===== src/rtl/pito_dmem_arbiter.sv =====
// pito_dmem_arbiter: round-robin core/host sharing of one single-port data RAM with host bus-lock
module pito_dmem_arbiter #(
    parameter int AW       = 12,
    parameter int DW       = 32,
    parameter int MAX_LOCK = 16
) (
    input  logic              clk,
    input  logic              rst_n,
    input  logic              core_req,
    input  logic              core_we,
    input  logic [AW-1:0]     core_addr,
    input  logic [DW-1:0]     core_wdata,
    input  logic [DW/8-1:0]   core_be,
    output logic              core_gnt,
    output logic              core_rvalid,
    output logic [DW-1:0]     core_rdata,
    input  logic              host_req,
    input  logic              host_we,
    input  logic [AW-1:0]     host_addr,
    input  logic [DW-1:0]     host_wdata,
    input  logic [DW/8-1:0]   host_be,
    input  logic              host_lock,
    output logic              host_gnt,
    output logic              host_rvalid,
    output logic [DW-1:0]     host_rdata,
    output logic              mem_en,
    output logic [DW/8-1:0]   mem_we,
    output logic [AW-1:0]     mem_addr,
    output logic [DW-1:0]     mem_wdata,
    input  logic [DW-1:0]     mem_rdata,
    output logic [31:0]       stall_cnt
);
    localparam int BW = DW / 8;
    localparam int LW = $clog2(MAX_LOCK + 1);
    localparam logic [LW-1:0] LMAX = LW'(MAX_LOCK);

    logic          rr_ptr;
    logic          host_prev;
    logic          rd_q;
    logic          rd_host_q;
    logic [LW-1:0] lock_cnt;
    logic [DW-1:0] core_rdata_q;
    logic [DW-1:0] host_rdata_q;
    logic          lock_win;
    logic          force_core;

    // grant decision: lock streak keeps the host, exhausted streak hands over to core, else round-robin
    always_comb begin
        lock_win   = host_prev && host_lock && host_req && (lock_cnt < LMAX);
        force_core = core_req && (lock_cnt == LMAX);
        host_gnt   = host_req && (!core_req || lock_win || (rr_ptr && !force_core));
        core_gnt   = core_req && !host_gnt;
    end

    // steer the winner onto the RAM port; idle port is driven to zero
    always_comb begin
        mem_en    = core_gnt || host_gnt;
        mem_we    = host_gnt ? {BW{host_we}} & host_be : core_gnt ? {BW{core_we}} & core_be : '0;
        mem_addr  = host_gnt ? host_addr : core_gnt ? core_addr : '0;
        mem_wdata = host_gnt ? host_wdata : core_gnt ? core_wdata : '0;
    end

    // read return goes to the side that owned the previous read; the other side keeps its last data
    always_comb begin
        core_rvalid = rd_q && !rd_host_q;
        host_rvalid = rd_q && rd_host_q;
        core_rdata  = core_rvalid ? mem_rdata : core_rdata_q;
        host_rdata  = host_rvalid ? mem_rdata : host_rdata_q;
    end

    // arbitration history, lock streak, read-return tags and stall statistics
    always_ff @(posedge clk or negedge rst_n) begin
        if (!rst_n) begin
            rr_ptr       <= 1'b0;
            host_prev    <= 1'b0;
            rd_q         <= 1'b0;
            rd_host_q    <= 1'b0;
            lock_cnt     <= '0;
            stall_cnt    <= '0;
            core_rdata_q <= '0;
            host_rdata_q <= '0;
        end else begin
            if (mem_en) rr_ptr <= core_gnt;
            host_prev <= host_gnt;
            rd_q      <= mem_en && !(host_gnt ? host_we : core_we);
            rd_host_q <= host_gnt;
            lock_cnt  <= (!host_lock || core_gnt) ? '0 :
                         (host_gnt && host_prev && core_req && lock_cnt < LMAX) ? lock_cnt + LW'(1) : lock_cnt;
            stall_cnt <= (core_req && !core_gnt && stall_cnt != 32'hFFFF_FFFF) ? stall_cnt + 32'd1 : stall_cnt;
            if (core_rvalid) core_rdata_q <= mem_rdata;
            if (host_rvalid) host_rdata_q <= mem_rdata;
        end
    end
endmodule

===== config.mk =====
export PLATFORM = sky130hd
export DESIGN_NAME = pito_dmem_arbiter
export DESIGN_NICKNAME = d
export VERILOG_FILES = /design/src/rtl/pito_dmem_arbiter.sv
export SDC_FILE = /design/constraint.sdc
export NUM_CORES = 1
export LEC_CHECK = 0
export BUFFER_PORTS_ARGS = -buffer_cell sky130_fd_sc_hd__clkbuf_2
export CORE_ASPECT_RATIO = 2
export CORE_UTILIZATION = 30
export DETAILED_ROUTE_END_ITERATION = 6
export PLACE_DENSITY = 0.68
export SLEW_MARGIN = 30
export SYNTH_ARGS = -nofsm -noshare
export SYNTH_HDL_FRONTEND = slang
export SYNTH_SLANG_ARGS = --single-unit

===== constraint.sdc =====
create_clock -name clk -period 5.1 [get_ports clk]
set_input_delay 0.255 -clock clk [delete_from_list [all_inputs] [get_ports clk]]
set_output_delay 0.255 -clock clk [all_outputs]
set_load 0.01 [all_outputs]

==> results of run 1 <==
## Yosys cell counts (3+ instances only)
master,count
nor2_1,13
xor2_1,21
nand4_1,19
mux2_2,65
ha_1,3
and3_1,7
nand3_1,54
buf_1,4
inv_1,54
dfrtp_1,104
buf_2,6
nand2_1,21
buf_4,3
nor3_1,8
clkbuf_1,14
xnor2_1,12
a31oi_1,3
o21ai_0,49
## sequential cells by signal (all words and copies together), names as in the netlist
| register | flops |
|---|---|
| lock_cnt | 5 |
| rr_ptr | 1 |
| rd_host_q | 1 |
| core_rdata_q | 32 |
| stall_cnt | 32 |
| rd_q | 1 |
| host_rdata_q | 32 |
## worst max-delay path: cells and delay by family, from the launching register on
| family | cells | cell delay [ns] |
|---|---|---|
| flops | 1 | 0.40 |
| simple gates | 2 | 0.51 |
| compound gates | 3 | 0.91 |
| fa+ha+maj | 1 | 0.15 |
| buf+inv | 3 | 0.74 |
## cell families after synthesis
| group | synth area share (%) |
|---|---|
| and+or+nand+nor | 16.5 |
| DFF | 49.5 |
| buffers and inverters | 6.23 |
| AOI/OAI and AO/OA | 7.61 |
| muxes | 13.9 |
| xor gates and xnor gates | 5.50 |
| adders and majority gates | 0.714 |
## layer usage
metal,GRT usage [%],share of wire (%),wire length (um),up-vias
met3,2.57,6.7,958,9
met5,0,0,0,-
li1,-,-,-,2269
met1,14.2,33,4740,2175
met4,6.26,1.9,277,0
met2,32.5,58,8240,206
## final cells by class
type	instances	share of cell area (%)
Tap cell	210	3.66
Inverter	54	2.82
Timing Repair Buffer	287	20.2
Multi-Input combinational cell	316	32.4
Clock inverter	5	1.20
Clock buffer	11	3.52
Sequential cell	104	36.2
## metrics by stage
stage	power (W)	utilization [%]	std cells	setup WS, ns
after floorplan	0.00143	-	502	2.93
after global placement	0.00174	39.9	971	2.22
after detailed placement	0.00176	39.9	971	2.12
after CTS	0.00254	41.8	987	1.76
after global routing	0.00265	41.8	987	1.43
final	0.00249	41.8	987	1.79
## final timing paths
| check | start | to | depth (start not counted) |
|---|---|---|---|
| worst min-delay path | rst_n | core_rdata_q[4] | 1 |
| worst min register to register | host_rdata_q[31] | host_rdata_q[31] | 1 |
| worst max-delay path | lock_cnt[0] | mem_addr[10] | 9 |
| max in group asynchronous | rst_n | rd_host_q | 2 |
| min in group clk | mem_rdata[7] | host_rdata_q[7] | 2 |
| worst max register to register | stall_cnt[25] | stall_cnt[1] | 5 |
## power by group
group | switching (W) | leakage (nW) | total [W] | internal (W)
clock network | 0.000303 | 0.167 | 0.000764 | 0.000462
registers | 0.0000645 | 1.28 | 0.00104 | 0.000980
logic | 0.000362 | 2.34 | 0.000680 | 0.000318
total | 0.000729 | 3.79 | 0.00249 | 0.00176
## cells in the final DEF (no fill, tap or decap), types with 3 or more instances in the layout
| master | netlist | final |
|---|---|---|
| dfrtp_1 | 104 | 104 |
| nand2_1 | 21 | 21 |
| and3_1 | 7 | 7 |
| ha_1 | 3 | 3 |
| nand3_1 | 54 | 54 |
| nor3_1 | 8 | 8 |
| buf_4 | 3 | 5 |
| inv_1 | 54 | 54 |
| xnor2_1 | 12 | 12 |
| mux2_2 | 65 | 65 |
| a31oi_1 | 3 | 3 |
| clkbuf_16 | 0 | 9 |
| clkbuf_2 | 1 | 282 |
| nor2_1 | 13 | 13 |
| nand4_1 | 19 | 19 |
| o21ai_0 | 49 | 49 |
| xor2_1 | 21 | 21 |
==> summary.md, run 1 <==
| Metric | Value |
|---|---|
| Ports | `284` |
| Final Cycle Share | `64.8%` |
| Synth-to-layout area growth | `36.7%` |
| R2r setup slk | `2.94 ns` |
| CTS tree | `done` |
| Leakage Power | `approximately 3.8 nW` |
| Die Y | `189 um` |
| CP max-delay cell | `a21o_2` |
| Remaining DRCs | `0` |
| Finished Cell Area | `about 0.007 mm2` |
| Gr usage total | `15.8%` |
| Antenna violations before repair | `0` |
| First-pass GRT wire length | `roughly 22000 um` |
| Worst-margin pin slew | `approximately 0.91 ns` |
| Global placement routability congestion | `0.851` |
| Post-Route Skew | `roughly 0.0038 ns` |
| Setup bufs post-CTS | `0` |
| Total Neg Setup Slack | `0 ns` |
| Drt first pass iters | `4` |
| Cell Area, Placed | `0.00685 mm2` |
| N_diodes | `0` |
| Post-route ant nets | `0` |
| Fill count | `1746` |
| CP Class | `reg2out` |
| Share of cells above drive strength 1 | `50.1%` |
| Cell count after synthesis | `approximately 500` |
| Core area | `0.0172 mm2` |
| CTS resizes | `0` |
| Grt ovf | `0` |
| CP cell instances | `inv_1 -> ha_1 -> or3b_1 -> a2bb2oi_1 -> a21o_2 -> buf_4 -> nand3_1 -> o21ai_0 -> clkbuf_2` |
| CTS Hold Bufs | `0` |
| Syn Std Cell Area | `0.00526 mm2` |
| Initial detailed-routing violation count | `roughly 190` |
| Total number of vias | `4659` |
| Pin count of the biggest net entering global routing | `64` |
| # setup viols final | `0` |
| Slew headroom | `39.5%` |
| Via density | `4.72` |
| CTS clock-pin slew for the worst setup and hold paths | `0.07 ns` |
| Synth top area cells | `dfrtp_1 (49%), mux2_2 (14%), nand3_1 (5.1%)` |
| Status | `complete, no violations` |
| Hold Crit Class | `in2async` |
| Final wirelength | `14200 um` |
| Die ar. | `0.0181 mm2` |
| Starting Density | `30.6%` |
| Fmax | `0.302 GHz` |
| H-tree depth | `3` |
| Reg area | `0.00260 mm2` |
| Final slew viol count | `0` |
| Power per cell area | `346 mW/mm2` |
| Yosys warnings | `0` |
| Root buf cell | `clkbuf_16` |
| Std cell rows | `68` |
| Avg Inst Size Synth | `10.5 um2` |
| Asr flop ratio synth | `100%` |
| DP HPWL | `between 10000 and 15000 um` |
| CP Data Required Time | `a little under 5 ns` |
| EDFF count, synth | `0` |
| Synth unique cells | `52` |
| Primary FF master, synth | `dfrtp_1` |
| WP data arrival | `slightly above 3 ns` |
| Critical path capture point type | `output pin` |
| MaxCap Viol Count | `0` |
| Post-synth top area share | `49.5%` |
| CP Launch Type | `register` |
| Wire length per cell | `14.4 um` |
| Highest fanout seen on the critical path | `51` |
| Worst-skew pair later-pin latency | `0.34 ns` |
| Number of global-route vias before repair | `4622` |
| CTS Buffer Depth | `2` |
| Post-synthesis sequential area ratio | `about half` |
| Final hold viol count | `0` |
| # clock sinks | `104` |
| Final net count | `910` |
| Multi-input logic area | `0.00233 mm2` |
| Worst path max stage delay | `0.60 ns` |
| Yosys top cell by area | `dfrtp_1` |
| CTS Buf Count | `9` |
| Hold WS | `0.000331 ns` |
| VDD IR max | `148 uV` |
| Crit path time final | `~3.3 ns` |
| Syn_nets | `640` |
| FF+latch count, synth | `~100` |
| PortBufs | `about 280` |
| Die Width | `95.6 um` |
| RSZ-0062 raised after global routing | `false` |
No activity file was read; power rests on OpenSTA's default activity.
==> inputs of run 2 (changes only) <==
PLACE_DENSITY = 0.71   (was 0.68)
clock period = 2.96 ns   (was 5.1 ns; I/O delays follow)
==> run 2 against run 1 <==
Effect of this change:
- first-iteration DRC count shrank 4.3%
- total power grew 70%
- wire length grew 3.7%
- register-to-register slack lost 2.1 ns
- non-clock buffer count grew 2
- via count grew 2.7%
- critical path depth is the same
- flip-flop and latch count is the same
- sequential power grew 73%
- critical path type unchanged
- highest routed layer unchanged
==> summary.md, run 2 (synthesis results as in run 1) <==
| Metric | Value |
|---|---|
| Status | `complete, no violations (unchanged)` |
| Root buf cell | `clkbuf_16 (unchanged)` |
| Highest fanout seen on the critical path | `98 (was 51)` |
| CTS tree | `done (unchanged)` |
| CP max-delay cell | `dfrtp_1 (was a21o_2)` |
| Grt ovf | `0 (unchanged)` |
| CTS Buffer Depth | `2 (unchanged)` |
| Remaining DRCs | `0 (unchanged)` |
| Biggest regs | `core_rdata_q x32, host_rdata_q x32, stall_cnt x32 (unchanged)` |
| CP cell instances | `inv_1 -> ha_1 -> or3b_1 -> a2bb2oi_1 -> a21o_2 -> buf_12 -> nand3_1 -> o21ai_0 -> clkbuf_2 (was inv_1 -> ha_1 -> or3b_1 -> a2bb2oi_1 -> a21o_2 -> buf_4 -> nand3_1 -> o21ai_0 -> clkbuf_2)` |
| Worst path max stage delay | `0.40 ns (was 0.60 ns)` |
| Share of cells above drive strength 1 | `50.1% (about the same)` |
| CP Data Required Time | `2.81 ns (was 4.85 ns)` |
| CTS Buf Count | `9 (unchanged)` |
| H-tree depth | `3 (unchanged)` |
| Number of global-route vias before repair | `4689 (was 4622)` |
| WP buf/inv | `3 (unchanged)` |
| Reg2reg end | `stall_cnt[1] (unchanged)` |
| Final hold viol count | `0 (unchanged)` |
| Die Y | `189 um (unchanged)` |
| Die Width | `95.6 um (unchanged)` |
| HP Start | `mem_rdata[20]` |
| GR Util met2 | `32.6% (was 32.5%)` |
| Sw power | `0.00128 W (was 0.000729 W)` |
| Starting Density | `30.6% (unchanged)` |
| Drt first pass iters | `4 (unchanged)` |
| CP Launch Type | `register (unchanged)` |
| Power per cell area | `587 mW/mm2 (was 346 mW/mm2)` |
| Post-Route Skew | `0.00675 ns (was 0.00378 ns)` |
| Switching share of power | `30.2% (was 29.3%)` |
| Final slew viol count | `0 (unchanged)` |
| Via density | `4.84 (was 4.72)` |
| Wire length per cell | `14.9 um (was 14.4 um)` |
| Cell Count, Final, Fillers Out | `989 (was 987)` |
| Total Neg Setup Slack | `0 ns (unchanged)` |
| Setup bufs post-CTS | `0 (unchanged)` |
| Synth-to-layout area growth | `37.1% (was 36.7%)` |
| WP data arrival | `2.53 ns (was 3.05 ns)` |
| Initial detailed-routing violation count | `178 (was 186)` |
| Core area | `0.0172 mm2 (unchanged)` |
| Worst hold endpoint | `core_rdata_q[20]` |
| Global placement routability congestion | `0.876 (was 0.851)` |
| Slew headroom | `54.7% (was 39.5%)` |
| Reg power frac | `42.5% (was 42.0%)` |
| RR Startpoint | `stall_cnt[25] (unchanged)` |
| PortBufs | `283 (unchanged)` |
| First-pass GRT wire length | `22600 um (was 21800 um)` |
| Clock Power Share | `29.4% (was 30.7%)` |
| R2r setup slk | `0.82 ns (was 2.94 ns)` |
| Die ar. | `0.0181 mm2 (unchanged)` |
| Post-route ant nets | `0 (unchanged)` |
| CP Class | `reg2out (unchanged)` |
| Fmax | `0.373 GHz` |
| Final net count | `912 (was 910)` |
| Hold Crit Class | `in2reg (was in2async)` |
| CTS resizes | `0 (unchanged)` |
| Ports | `284 (unchanged)` |
| RSZ-0062 raised after global routing | `false (unchanged)` |
| Most frequent cells in the layout | `clkbuf_2 (282), dfrtp_1 (104), mux2_2 (65), inv_1 (54), nand3_1 (54) (unchanged)` |
| Hold Path Stages | `2` |
| Met3 Usage GRT | `2.53% (was 2.57%)` |
| GR peak layer | `met2 (unchanged)` |
| Grt met1 use | `14.5% (was 14.2%)` |
| Worst-skew pair later-pin latency | `0.34 ns (about the same)` |
| # clock sinks | `104 (unchanged)` |
| Overall Power | `0.00423 W (was 0.00249 W)` |
| VDD IR max | `275 uV (was 148 uV)` |
| Worst-margin pin slew | `0.679 ns (was 0.908 ns)` |
| MaxCap Viol Count | `0 (unchanged)` |
| Hold WS | `0.0639 ns (was 0.000331 ns)` |
| Placed insts | `972 (was 971)` |
| Path depth of the worst reg2reg path | `5 (unchanged)` |
| Critical path capture point type | `output pin (unchanged)` |
| CTS clock-pin slew for the worst setup and hold paths | `0.07 ns (about the same)` |
| Total number of vias | `4787 (was 4659)` |
| Gr usage total | `16.4% (was 15.8%)` |
| Pin count of the biggest net entering global routing | `99 (was 64)` |
| Cell family with most CP delay | `buffers and inverters (was compound AO/OA/AOI/OAI gates)` |
| DP HPWL | `11900 um (was 11400 um)` |
| Final Cycle Share | `90.6%` |
| P_int | `0.00295 W (was 0.00176 W)` |
| N_diodes | `0 (unchanged)` |
| Leakage Power | `3.80 nW (was 3.79 nW)` |
| Most common cell after layout, fill and taps aside | `clkbuf_2 (unchanged)` |
| # setup viols final | `0 (unchanged)` |
| Antenna violations before repair | `0 (unchanged)` |
| Std cell rows | `68 (unchanged)` |
| Crit path time final | `2.68 ns` |
| Combinational Power Share | `28.1% (was 27.3%)` |
| Final wirelength | `14700 um (was 14200 um)` |
[run 2: changes by cell type in the layout (fill, tap and decap cells not counted), sizes merged]
cell and delta:
clkinv +3, bufinv -1, inv -2, buf +1
dlygate4sd3 +1
[run 2: metrics by stage]
stage          utilization [%]  worst slack, ns  area, um2
2_1_floorplan                -            0.901       5260
3_5_place_dp              40.0            0.633       6880
3_3_place_gp              40.0            0.673       6880
6_report                  41.9            0.277       7210
5_1_grt                   41.9           0.0979       7210
4_1_cts                   41.9            0.245       7210
[run 2: metal layers]
layer  wire (um)  vias to the layer above
met2        8330                      245
met1        4650                     2237
met5           0                        -
li1            -                     2276
met4         685                        0
met3        1070                       29
[run 2: power by group through the flow]
| stage | registers, W | logic, W | clock network [W] |
|---|---|---|---|
| after floorplan | 0.00181 | 0.000650 | 0 |
| after global placement | 0.00182 | 0.00119 | 0 |
| after detailed placement | 0.00183 | 0.00121 | 0 |
| after CTS | 0.00181 | 0.00122 | 0.00128 |
| after global routing | 0.00184 | 0.00132 | 0.00134 |
| final | 0.00180 | 0.00119 | 0.00124 |
[run 2: worst reg2reg max path, stage by stage (launching register included)]
cell     delay [ns]
dfrtp_1        0.45
nand4_1        0.26
nor4_4         0.49
nand2_1        0.30
nand2_1        0.19
mux2_2         0.34
[run 2: layout make-up]
type,instances,area [um2]
clock buffers,11,253
repair buffers,289,1490
fillers,1726,9980
multi-input cells,316,2330
well taps,210,263
clock inverters,5,65.1
flip-flops and latches,104,2600
inverters,54,203
[run 2: what timing repair did]
item                                   CTS  global route
endpoints found under the hold margin   52             0
hold buffers                             1             0
setup endpoints to repair                0             0
[run 2: worst max path at each step]
stage / startpoint / endpoint / depth (start not counted)
after floorplan: lock_cnt[0] / mem_wdata[11] / 10
after global placement: lock_cnt[0] / mem_wdata[19] / 9
after detailed placement: lock_cnt[0] / mem_wdata[4] / 9
after CTS: lock_cnt[0] / mem_wdata[4] / 9
after global routing: lock_cnt[0] / mem_wdata[1] / 9
final: lock_cnt[0] / mem_wdata[4] / 9
